===== src/rtl/aes_arb_pkg.sv =====
// aes_arb_pkg: shared state encoding and grant type for the AES stream arbiter
package aes_arb_pkg;
  localparam int NUM_CHANNELS = 2;
  typedef logic [NUM_CHANNELS-1:0] grant_t;
  typedef enum logic [2:0] {
    ST_IDLE  = 3'b001,
    ST_BUSY  = 3'b010,
    ST_DRAIN = 3'b100
  } state_t;
endpackage


===== src/rtl/axis_if.sv =====
// axis_if: AXI-Stream bundle with master/slave views
interface axis_if #(parameter int W = 8) ();
  localparam int K = (W + 7) / 8;
  logic [W-1:0] tdata;
  logic [K-1:0] tkeep;
  logic         tvalid;
  logic         tready;
  logic         tlast;
  logic         tuser;
  modport master(output tdata, tkeep, tvalid, tlast, tuser, input tready);
  modport slave(input tdata, tkeep, tvalid, tlast, tuser, output tready);
endinterface


===== src/rtl/aes_rr_arbiter.sv =====
// aes_rr_arbiter: two-way round-robin pick with pointer advancing past each grantee
module aes_rr_arbiter
  import aes_arb_pkg::*;
(
  input  logic   Clk,
  input  logic   Rst,
  input  grant_t req,
  input  logic   Grant_en,
  output grant_t pick
);
  logic ptr;
  assign pick = &req ? {ptr, ~ptr} : req;
  always_ff @(posedge Clk)
    if (Rst) ptr <= 1'b0;
    else if (Grant_en) ptr <= pick[0];
endmodule


===== src/rtl/aes_cbc_stream_arbiter.sv =====
// aes_cbc_stream_arbiter: grants one shared AES-CBC core to a channel for a whole message
module aes_cbc_stream_arbiter
  import aes_arb_pkg::*;
#(
  parameter int S_AXIS_WIDTH = 8,
  parameter int M_AXIS_WIDTH = 8
) (
  input  logic   Clk,
  input  logic   Rst,
  axis_if.slave  S0_axis,
  axis_if.slave  S1_axis,
  axis_if.master M0_axis,
  axis_if.master M1_axis,
  axis_if.master Core_s_axis,
  axis_if.slave  Core_m_axis,
  output grant_t Grant,
  output logic   Busy
);
  state_t                  state;
  grant_t                  grant_reg, req, pick;
  logic                    g0, g1, busy_st, live, in_last, out_last;
  logic [S_AXIS_WIDTH-1:0] s_data;
  logic [M_AXIS_WIDTH-1:0] m_data;
  assign req     = {S1_axis.tvalid, S0_axis.tvalid};
  assign g0      = grant_reg[0];
  assign g1      = grant_reg[1];
  assign busy_st = state == ST_BUSY;
  assign live    = state != ST_IDLE;
  assign Grant   = grant_reg;
  assign Busy    = live;
  aes_rr_arbiter u_rr (
    .Clk(Clk), .Rst(Rst), .req(req), .Grant_en(state == ST_IDLE && |req), .pick(pick)
  );
  // Request side only flows while the owner is still sending its message
  assign s_data              = g1 ? S1_axis.tdata : S0_axis.tdata;
  assign Core_s_axis.tdata   = busy_st ? s_data : '0;
  assign Core_s_axis.tkeep   = busy_st ? (g1 ? S1_axis.tkeep : S0_axis.tkeep) : '0;
  assign Core_s_axis.tvalid  = busy_st & (g1 ? S1_axis.tvalid : S0_axis.tvalid);
  assign Core_s_axis.tlast   = busy_st & (g1 ? S1_axis.tlast : S0_axis.tlast);
  assign Core_s_axis.tuser   = busy_st & (g1 ? S1_axis.tuser : S0_axis.tuser);
  assign S0_axis.tready      = busy_st & g0 & Core_s_axis.tready;
  assign S1_axis.tready      = busy_st & g1 & Core_s_axis.tready;
  // Result side stays routed through drain until the core's final beat
  assign m_data              = live ? Core_m_axis.tdata : '0;
  assign M0_axis.tdata       = g0 ? m_data : '0;
  assign M1_axis.tdata       = g1 ? m_data : '0;
  assign M0_axis.tkeep       = live & g0 ? Core_m_axis.tkeep : '0;
  assign M1_axis.tkeep       = live & g1 ? Core_m_axis.tkeep : '0;
  assign M0_axis.tvalid      = live & g0 & Core_m_axis.tvalid;
  assign M1_axis.tvalid      = live & g1 & Core_m_axis.tvalid;
  assign M0_axis.tlast       = live & g0 & Core_m_axis.tlast;
  assign M1_axis.tlast       = live & g1 & Core_m_axis.tlast;
  assign M0_axis.tuser       = live & g0 & Core_m_axis.tuser;
  assign M1_axis.tuser       = live & g1 & Core_m_axis.tuser;
  assign Core_m_axis.tready  = live & (g0 & M0_axis.tready | g1 & M1_axis.tready);
  assign in_last  = Core_s_axis.tvalid & Core_s_axis.tready & Core_s_axis.tlast;
  assign out_last = Core_m_axis.tvalid & Core_m_axis.tready & Core_m_axis.tlast;
  // Output tlast wins over a coincident input tlast
  always_ff @(posedge Clk)
    if (Rst) begin
      state     <= ST_IDLE;
      grant_reg <= '0;
    end else if (state == ST_IDLE) begin
      if (|req) begin
        state     <= ST_BUSY;
        grant_reg <= pick;
      end
    end else if (out_last) begin
      state     <= ST_IDLE;
      grant_reg <= '0;
    end else if (in_last) state <= ST_DRAIN;
endmodule


===== src/flat_wrapper.sv =====
// flat-port wrapper written by rule: the top's interface ports become plain ports
module aes_cbc_stream_arbiter_flat import aes_arb_pkg::*;
#(
  parameter int S_AXIS_WIDTH = 8,
  parameter int M_AXIS_WIDTH = 8
)
  (Clk, Rst, Grant, Busy, S0_axis_tdata, S0_axis_tkeep, S0_axis_tvalid, S0_axis_tlast, S0_axis_tuser, S0_axis_tready, S1_axis_tdata, S1_axis_tkeep, S1_axis_tvalid, S1_axis_tlast, S1_axis_tuser, S1_axis_tready, M0_axis_tdata, M0_axis_tkeep, M0_axis_tvalid, M0_axis_tlast, M0_axis_tuser, M0_axis_tready, M1_axis_tdata, M1_axis_tkeep, M1_axis_tvalid, M1_axis_tlast, M1_axis_tuser, M1_axis_tready, Core_s_axis_tdata, Core_s_axis_tkeep, Core_s_axis_tvalid, Core_s_axis_tlast, Core_s_axis_tuser, Core_s_axis_tready, Core_m_axis_tdata, Core_m_axis_tkeep, Core_m_axis_tvalid, Core_m_axis_tlast, Core_m_axis_tuser, Core_m_axis_tready);
  axis_if #(.W(8)) S0_axis_i ();
  axis_if #(.W(8)) S1_axis_i ();
  axis_if #(.W(8)) M0_axis_i ();
  axis_if #(.W(8)) M1_axis_i ();
  axis_if #(.W(8)) Core_s_axis_i ();
  axis_if #(.W(8)) Core_m_axis_i ();
  input  logic Clk;
  input  logic Rst;
  output grant_t Grant;
  output logic Busy;
  input wire logic [$bits(S0_axis_i.tdata)-1:0] S0_axis_tdata;
  input wire logic [$bits(S0_axis_i.tkeep)-1:0] S0_axis_tkeep;
  input wire logic [$bits(S0_axis_i.tvalid)-1:0] S0_axis_tvalid;
  input wire logic [$bits(S0_axis_i.tlast)-1:0] S0_axis_tlast;
  input wire logic [$bits(S0_axis_i.tuser)-1:0] S0_axis_tuser;
  output wire logic [$bits(S0_axis_i.tready)-1:0] S0_axis_tready;
  input wire logic [$bits(S1_axis_i.tdata)-1:0] S1_axis_tdata;
  input wire logic [$bits(S1_axis_i.tkeep)-1:0] S1_axis_tkeep;
  input wire logic [$bits(S1_axis_i.tvalid)-1:0] S1_axis_tvalid;
  input wire logic [$bits(S1_axis_i.tlast)-1:0] S1_axis_tlast;
  input wire logic [$bits(S1_axis_i.tuser)-1:0] S1_axis_tuser;
  output wire logic [$bits(S1_axis_i.tready)-1:0] S1_axis_tready;
  output wire logic [$bits(M0_axis_i.tdata)-1:0] M0_axis_tdata;
  output wire logic [$bits(M0_axis_i.tkeep)-1:0] M0_axis_tkeep;
  output wire logic [$bits(M0_axis_i.tvalid)-1:0] M0_axis_tvalid;
  output wire logic [$bits(M0_axis_i.tlast)-1:0] M0_axis_tlast;
  output wire logic [$bits(M0_axis_i.tuser)-1:0] M0_axis_tuser;
  input wire logic [$bits(M0_axis_i.tready)-1:0] M0_axis_tready;
  output wire logic [$bits(M1_axis_i.tdata)-1:0] M1_axis_tdata;
  output wire logic [$bits(M1_axis_i.tkeep)-1:0] M1_axis_tkeep;
  output wire logic [$bits(M1_axis_i.tvalid)-1:0] M1_axis_tvalid;
  output wire logic [$bits(M1_axis_i.tlast)-1:0] M1_axis_tlast;
  output wire logic [$bits(M1_axis_i.tuser)-1:0] M1_axis_tuser;
  input wire logic [$bits(M1_axis_i.tready)-1:0] M1_axis_tready;
  output wire logic [$bits(Core_s_axis_i.tdata)-1:0] Core_s_axis_tdata;
  output wire logic [$bits(Core_s_axis_i.tkeep)-1:0] Core_s_axis_tkeep;
  output wire logic [$bits(Core_s_axis_i.tvalid)-1:0] Core_s_axis_tvalid;
  output wire logic [$bits(Core_s_axis_i.tlast)-1:0] Core_s_axis_tlast;
  output wire logic [$bits(Core_s_axis_i.tuser)-1:0] Core_s_axis_tuser;
  input wire logic [$bits(Core_s_axis_i.tready)-1:0] Core_s_axis_tready;
  input wire logic [$bits(Core_m_axis_i.tdata)-1:0] Core_m_axis_tdata;
  input wire logic [$bits(Core_m_axis_i.tkeep)-1:0] Core_m_axis_tkeep;
  input wire logic [$bits(Core_m_axis_i.tvalid)-1:0] Core_m_axis_tvalid;
  input wire logic [$bits(Core_m_axis_i.tlast)-1:0] Core_m_axis_tlast;
  input wire logic [$bits(Core_m_axis_i.tuser)-1:0] Core_m_axis_tuser;
  output wire logic [$bits(Core_m_axis_i.tready)-1:0] Core_m_axis_tready;
  assign S0_axis_i.tdata = S0_axis_tdata;
  assign S0_axis_i.tkeep = S0_axis_tkeep;
  assign S0_axis_i.tvalid = S0_axis_tvalid;
  assign S0_axis_i.tlast = S0_axis_tlast;
  assign S0_axis_i.tuser = S0_axis_tuser;
  assign S0_axis_tready = S0_axis_i.tready;
  assign S1_axis_i.tdata = S1_axis_tdata;
  assign S1_axis_i.tkeep = S1_axis_tkeep;
  assign S1_axis_i.tvalid = S1_axis_tvalid;
  assign S1_axis_i.tlast = S1_axis_tlast;
  assign S1_axis_i.tuser = S1_axis_tuser;
  assign S1_axis_tready = S1_axis_i.tready;
  assign M0_axis_tdata = M0_axis_i.tdata;
  assign M0_axis_tkeep = M0_axis_i.tkeep;
  assign M0_axis_tvalid = M0_axis_i.tvalid;
  assign M0_axis_tlast = M0_axis_i.tlast;
  assign M0_axis_tuser = M0_axis_i.tuser;
  assign M0_axis_i.tready = M0_axis_tready;
  assign M1_axis_tdata = M1_axis_i.tdata;
  assign M1_axis_tkeep = M1_axis_i.tkeep;
  assign M1_axis_tvalid = M1_axis_i.tvalid;
  assign M1_axis_tlast = M1_axis_i.tlast;
  assign M1_axis_tuser = M1_axis_i.tuser;
  assign M1_axis_i.tready = M1_axis_tready;
  assign Core_s_axis_tdata = Core_s_axis_i.tdata;
  assign Core_s_axis_tkeep = Core_s_axis_i.tkeep;
  assign Core_s_axis_tvalid = Core_s_axis_i.tvalid;
  assign Core_s_axis_tlast = Core_s_axis_i.tlast;
  assign Core_s_axis_tuser = Core_s_axis_i.tuser;
  assign Core_s_axis_i.tready = Core_s_axis_tready;
  assign Core_m_axis_i.tdata = Core_m_axis_tdata;
  assign Core_m_axis_i.tkeep = Core_m_axis_tkeep;
  assign Core_m_axis_i.tvalid = Core_m_axis_tvalid;
  assign Core_m_axis_i.tlast = Core_m_axis_tlast;
  assign Core_m_axis_i.tuser = Core_m_axis_tuser;
  assign Core_m_axis_tready = Core_m_axis_i.tready;
  aes_cbc_stream_arbiter #(.S_AXIS_WIDTH(S_AXIS_WIDTH), .M_AXIS_WIDTH(M_AXIS_WIDTH)) u_core (.Clk(Clk), .Rst(Rst), .S0_axis(S0_axis_i), .S1_axis(S1_axis_i), .M0_axis(M0_axis_i), .M1_axis(M1_axis_i), .Core_s_axis(Core_s_axis_i), .Core_m_axis(Core_m_axis_i), .Grant(Grant), .Busy(Busy));
endmodule

===== config.mk =====
export PLATFORM = sky130hd
export DESIGN_NAME = aes_cbc_stream_arbiter_flat
export DESIGN_NICKNAME = d
export VERILOG_FILES = /design/src/rtl/aes_arb_pkg.sv /design/src/rtl/axis_if.sv /design/src/rtl/aes_rr_arbiter.sv /design/src/rtl/aes_cbc_stream_arbiter.sv /design/src/flat_wrapper.sv
export SDC_FILE = /design/constraint.sdc
export NUM_CORES = 1
export LEC_CHECK = 0
export ABC_AREA = 1
export CAP_MARGIN = 20
export CORE_MARGIN = 2
export CORE_UTILIZATION = 28
export CTS_CLUSTER_SIZE = 28
export DETAILED_ROUTE_END_ITERATION = 8
export PLACE_DENSITY = 0.91
export REMOVE_ABC_BUFFERS = 1
export SYNTH_ARGS = -nofsm -noshare
export SYNTH_HDL_FRONTEND = slang
export SYNTH_HIERARCHICAL = 1
export SYNTH_SLANG_ARGS = --single-unit

===== constraint.sdc =====
create_clock -name Clk -period 1.25 [get_ports Clk]
set_input_delay 0.25 -clock Clk [delete_from_list [all_inputs] [get_ports Clk]]
set_output_delay 0.25 -clock Clk [all_outputs]
set_load 0.1 [all_outputs]

==> results.txt, run 1 <==
Synth Instances: 144
DP Area: 2150 um^2
Die Ht: 55.7 um
sequential share of the synthesized area: 16.1%
Mean Syn Cell Area: 5.20 um^2
Netlist cell types: 16
Inst Count DP: 271
row count: 18
Clock Path Buffers: 2
IO buf count: 82
die width: 55.7 um
CTS Hold Buffers Added: 0
I/O Pins: 83
Initial Util: 29.9%
Synth top area share: 19.6%
routability congestion estimate: 0.819
list of most frequent post-synthesis cells: 39 x nand2_1, 35 x nor2_1, 27 x inv_1, 13 x a21oi_1
# Post-CTS Setup Buffers: 5
Inserted Clock Buffers: 3
Post-synth ARST share: 0%
Synth warnings: 6
Clock Sink Count: 6
Cell Area, Synth: 748 um^2
cts repair resizes: 83
count leader, synth: nand2_1
Post-synth EDFFs: 0
htree depth: 1
synth top area cells: nand2_1 20%, nor2_1 18%, dfxtp_1 16%
post-synthesis register bit count: 6
Halt Stage: clock tree synthesis
Yosys top cell by area: nand2_1
Err: [ERROR DPL-0038] Utilization greater than 100%, impossible to legalize
Top FF cell, synth: dfxtp_1
DPL Wire Length: 3380 um
Root Buffer: clkbuf_4
status: aborted with a tool error
-- metrics by stage --
stage               hold WS [ns]  worst slack [ns]  setup TNS, ns  util [%]
floorplan                  0.319             -2.58         -77.51         -
detailed placement         0.523            -0.335          -9.51      85.9
global placement           0.511            -0.236          -7.62      85.9
-- kinds of logic after synthesis --
kind of cell / Yosys count / share of synthesized area (%)
compound gates: 15 / 11.7
simple gates: 87 / 52.3
buf+inv: 36 / 19.9
flops: 6 / 16.1
==> inputs of run 2 (changes only) <==
- CORE_AREA: not set -> 2 2 63 65
- CORE_MARGIN: 2 -> not set
- CORE_UTILIZATION: 28 -> not set
- CTS_CLUSTER_SIZE: 28 -> not set
- DIE_AREA: not set -> 0 0 65 67
- PLACE_DENSITY: 0.91 -> not set
- PLACE_DENSITY_LB_ADDON: not set -> 0.15
==> run 2 against run 1 <==
Net effect:
- the flow now finishes, with violations (setup timing)
- area after synthesis is the same
- synthesized cell count is the same
==> results.txt, run 2 <==
DPL Wire Length: 2750 um (-19%)
Setup Skew: 0.00662 ns
Post-synth ARST share: 0% (unchanged)
status: complete, but fails checks
Pwr Total: 2690 uW
fin. max-slew vios: 0
post-synthesis register bit count: 6 (unchanged)
layout cells sized above 1: 55.6%
Clock Path Buffers: 2 (unchanged)
max_slew headroom: 85.0%
Die Ht: 67 um (+20%)
Clock Sink Count: 6 (unchanged)
RSZ-0062 raised after global routing: true
Tmin final: 1.57 ns
clk slew on worst S/H paths: 0.03 ns
sequential share of the synthesized area: 16.1% (unchanged)
routability congestion estimate: 0.750 (-8.5%)
list of most frequent post-synthesis cells: 39 x nand2_1, 35 x nor2_1, 27 x inv_1, 13 x a21oi_1
DRT Wirelength: 4040 um
commonest non-fill, non-tap cell in the layout: buf_12
Mean Syn Cell Area: 5.20 um^2 (unchanged)
Synth top area share: 19.6% (unchanged)
Cell Area, Synth: 748 um^2 (unchanged)
Setup WS post-layout: -0.323 ns
full die area: 4360 um^2
routed via count: 1285
Least-Margin Pin Slew: 0.224 ns
First DRT Iteration DRCs: 33
Inserted Clock Buffers: 3 (unchanged)
Pre-antenna DRT Iters: 5
crit path max fanout: 7
Tot GR Track Use: 19.2%
Netlist cell types: 16 (unchanged)
I/O Pins: 83 (unchanged)
IO buf count: 82 (unchanged)
area grow syn2layout: 262%
Ant. Diodes: 0
failing checks: setup timing
Initial Util: 20.7% (-9.2 points)
Max-Cap Viols: 0
Final period util: 126%
Hold WS: 0.494 ns
Root Buffer: clkbuf_8
Final setup viols: 47
worst hold path class: register to register
Largest register FFs: 3
commonest cells after routing, fill and taps aside: 46 x buf_12, 40 x clkdlybuf4s50_1, 32 x nand2_1
vias in the first global route: 1264
final hold vios: 0
vias per cell: 4.31
Synth warnings: 6 (unchanged)
Layout fillers: 261
Startpoint Class: register
critical path capture point type: output port
Leakage: 0.00118 uW
Clock Latency Late Sink: 0.23 ns
global-route wire length before repair: 6350 um
core area: 3610 um^2
row count: 22 (+4)
Yosys top cell by area: nand2_1
largest net degree at the start of global routing: 14
Worst Path Arrival: 1.32 ns
maximum VDD drop: 898 uV
# nets final: 293
Synth Instances: 144 (unchanged)
Critical Path RT: 1.00 ns
Avg WL per Cell: 13.6 um
TritonCTS clock tree: built
Post-synth EDFFs: 0 (unchanged)
count leader, synth: nand2_1
Max Fclk: 0.636 GHz
Top FF cell, synth: dfxtp_1
pwr dens: 992 nW/um^2
synth top area cells: nand2_1 20%, nor2_1 18%, dfxtp_1 16%
register name with the most flops: u_core/state
DRC: 0
post-route ant nets: 0
initial antenna violation count: 0
die width: 65 um (+17%)
htree depth: 1 (unchanged)
setup TNS: -10.83 ns
total congestion overflow: 0
Worst Path Class, Setup: register to output port
run 2: layout make-up:
type	instances	area (um^2)	share of cell area, %
well taps	48	60.1	2.22
inverters	30	125	4.62
repair buffers	108	1540	57.0
multi-input cells	103	811	29.9
flip-flops and latches	6	129	4.76
clock buffers	3	41.3	1.52
run 2: timing repair:
item / in CTS / in global routing
cloned: 2 / 0
resized for setup: 99 / 17
pin swaps: 7 / 10
hold buffers: 0 / 0
setup buffers: 7 / 5
endpoints found under the setup margin: 46 / 46
run 2: per-layer routing:
layer / track usage (%) / part of all wire, % / vias up
met3: 4.73 / 7.0 / 7
li1: - / - / 645
met5: 0 / 0 / -
met2: 36.2 / 54 / 48
met1: 20.5 / 37 / 585
met4: 7.18 / 1.9 / 0
run 2: power breakdown:
group          total (uW)  leakage [uW]  internal [uW]  switching, uW
Clock                 297     0.0000216            207           89.8
Combinational        2130       0.00111            852           1280
Sequential            264     0.0000511            227           37.7
run 2: cell families (layout without fill, tap and decap cells):
group,count (synthesis),in the layout,share of synthesized area (%)
AND/OR/NAND/NOR,87,88,52.3
flip-flops,6,6,16.1
buffers and inverters,36,141,19.9
AO/OA/AOI/OAI,15,15,11.7
run 2: stage by stage:
step           utilization [%]  cell area, um^2  instances  setup slack (ns)
6_report                  75.2             2710        298            -0.323
5_1_grt                   75.2             2710        298            -0.374
4_1_cts                   72.9             2630        295            -0.308
3_5_place_dp              59.7             2150        285            -0.343
3_3_place_gp              59.7             2150        285            -0.343
2_1_floorplan                -              712        138             -2.58
run 2: critical path, stage by stage, from the launching register on:
cell and delay, ns:
dfxtp_2 0.31, inv_4 0.09, buf_12 0.11, nand3b_4 0.16, a21oi_2 0.23, buf_12 0.20
run 2: path summary, 6_finish.rpt:
check	start	end	slack [ns]	depth (start not counted)
max	u_core/state[2]	Core_s_axis_tkeep	-0.32	5
min	u_core/state[0]	u_core/state[0]	0.49	2
max reg2reg	u_core/state[2]	u_core/Grant[0]	-0.13	9
min reg2reg	u_core/state[0]	u_core/state[0]	0.49	2
Power figures use the tool's default switching activity.
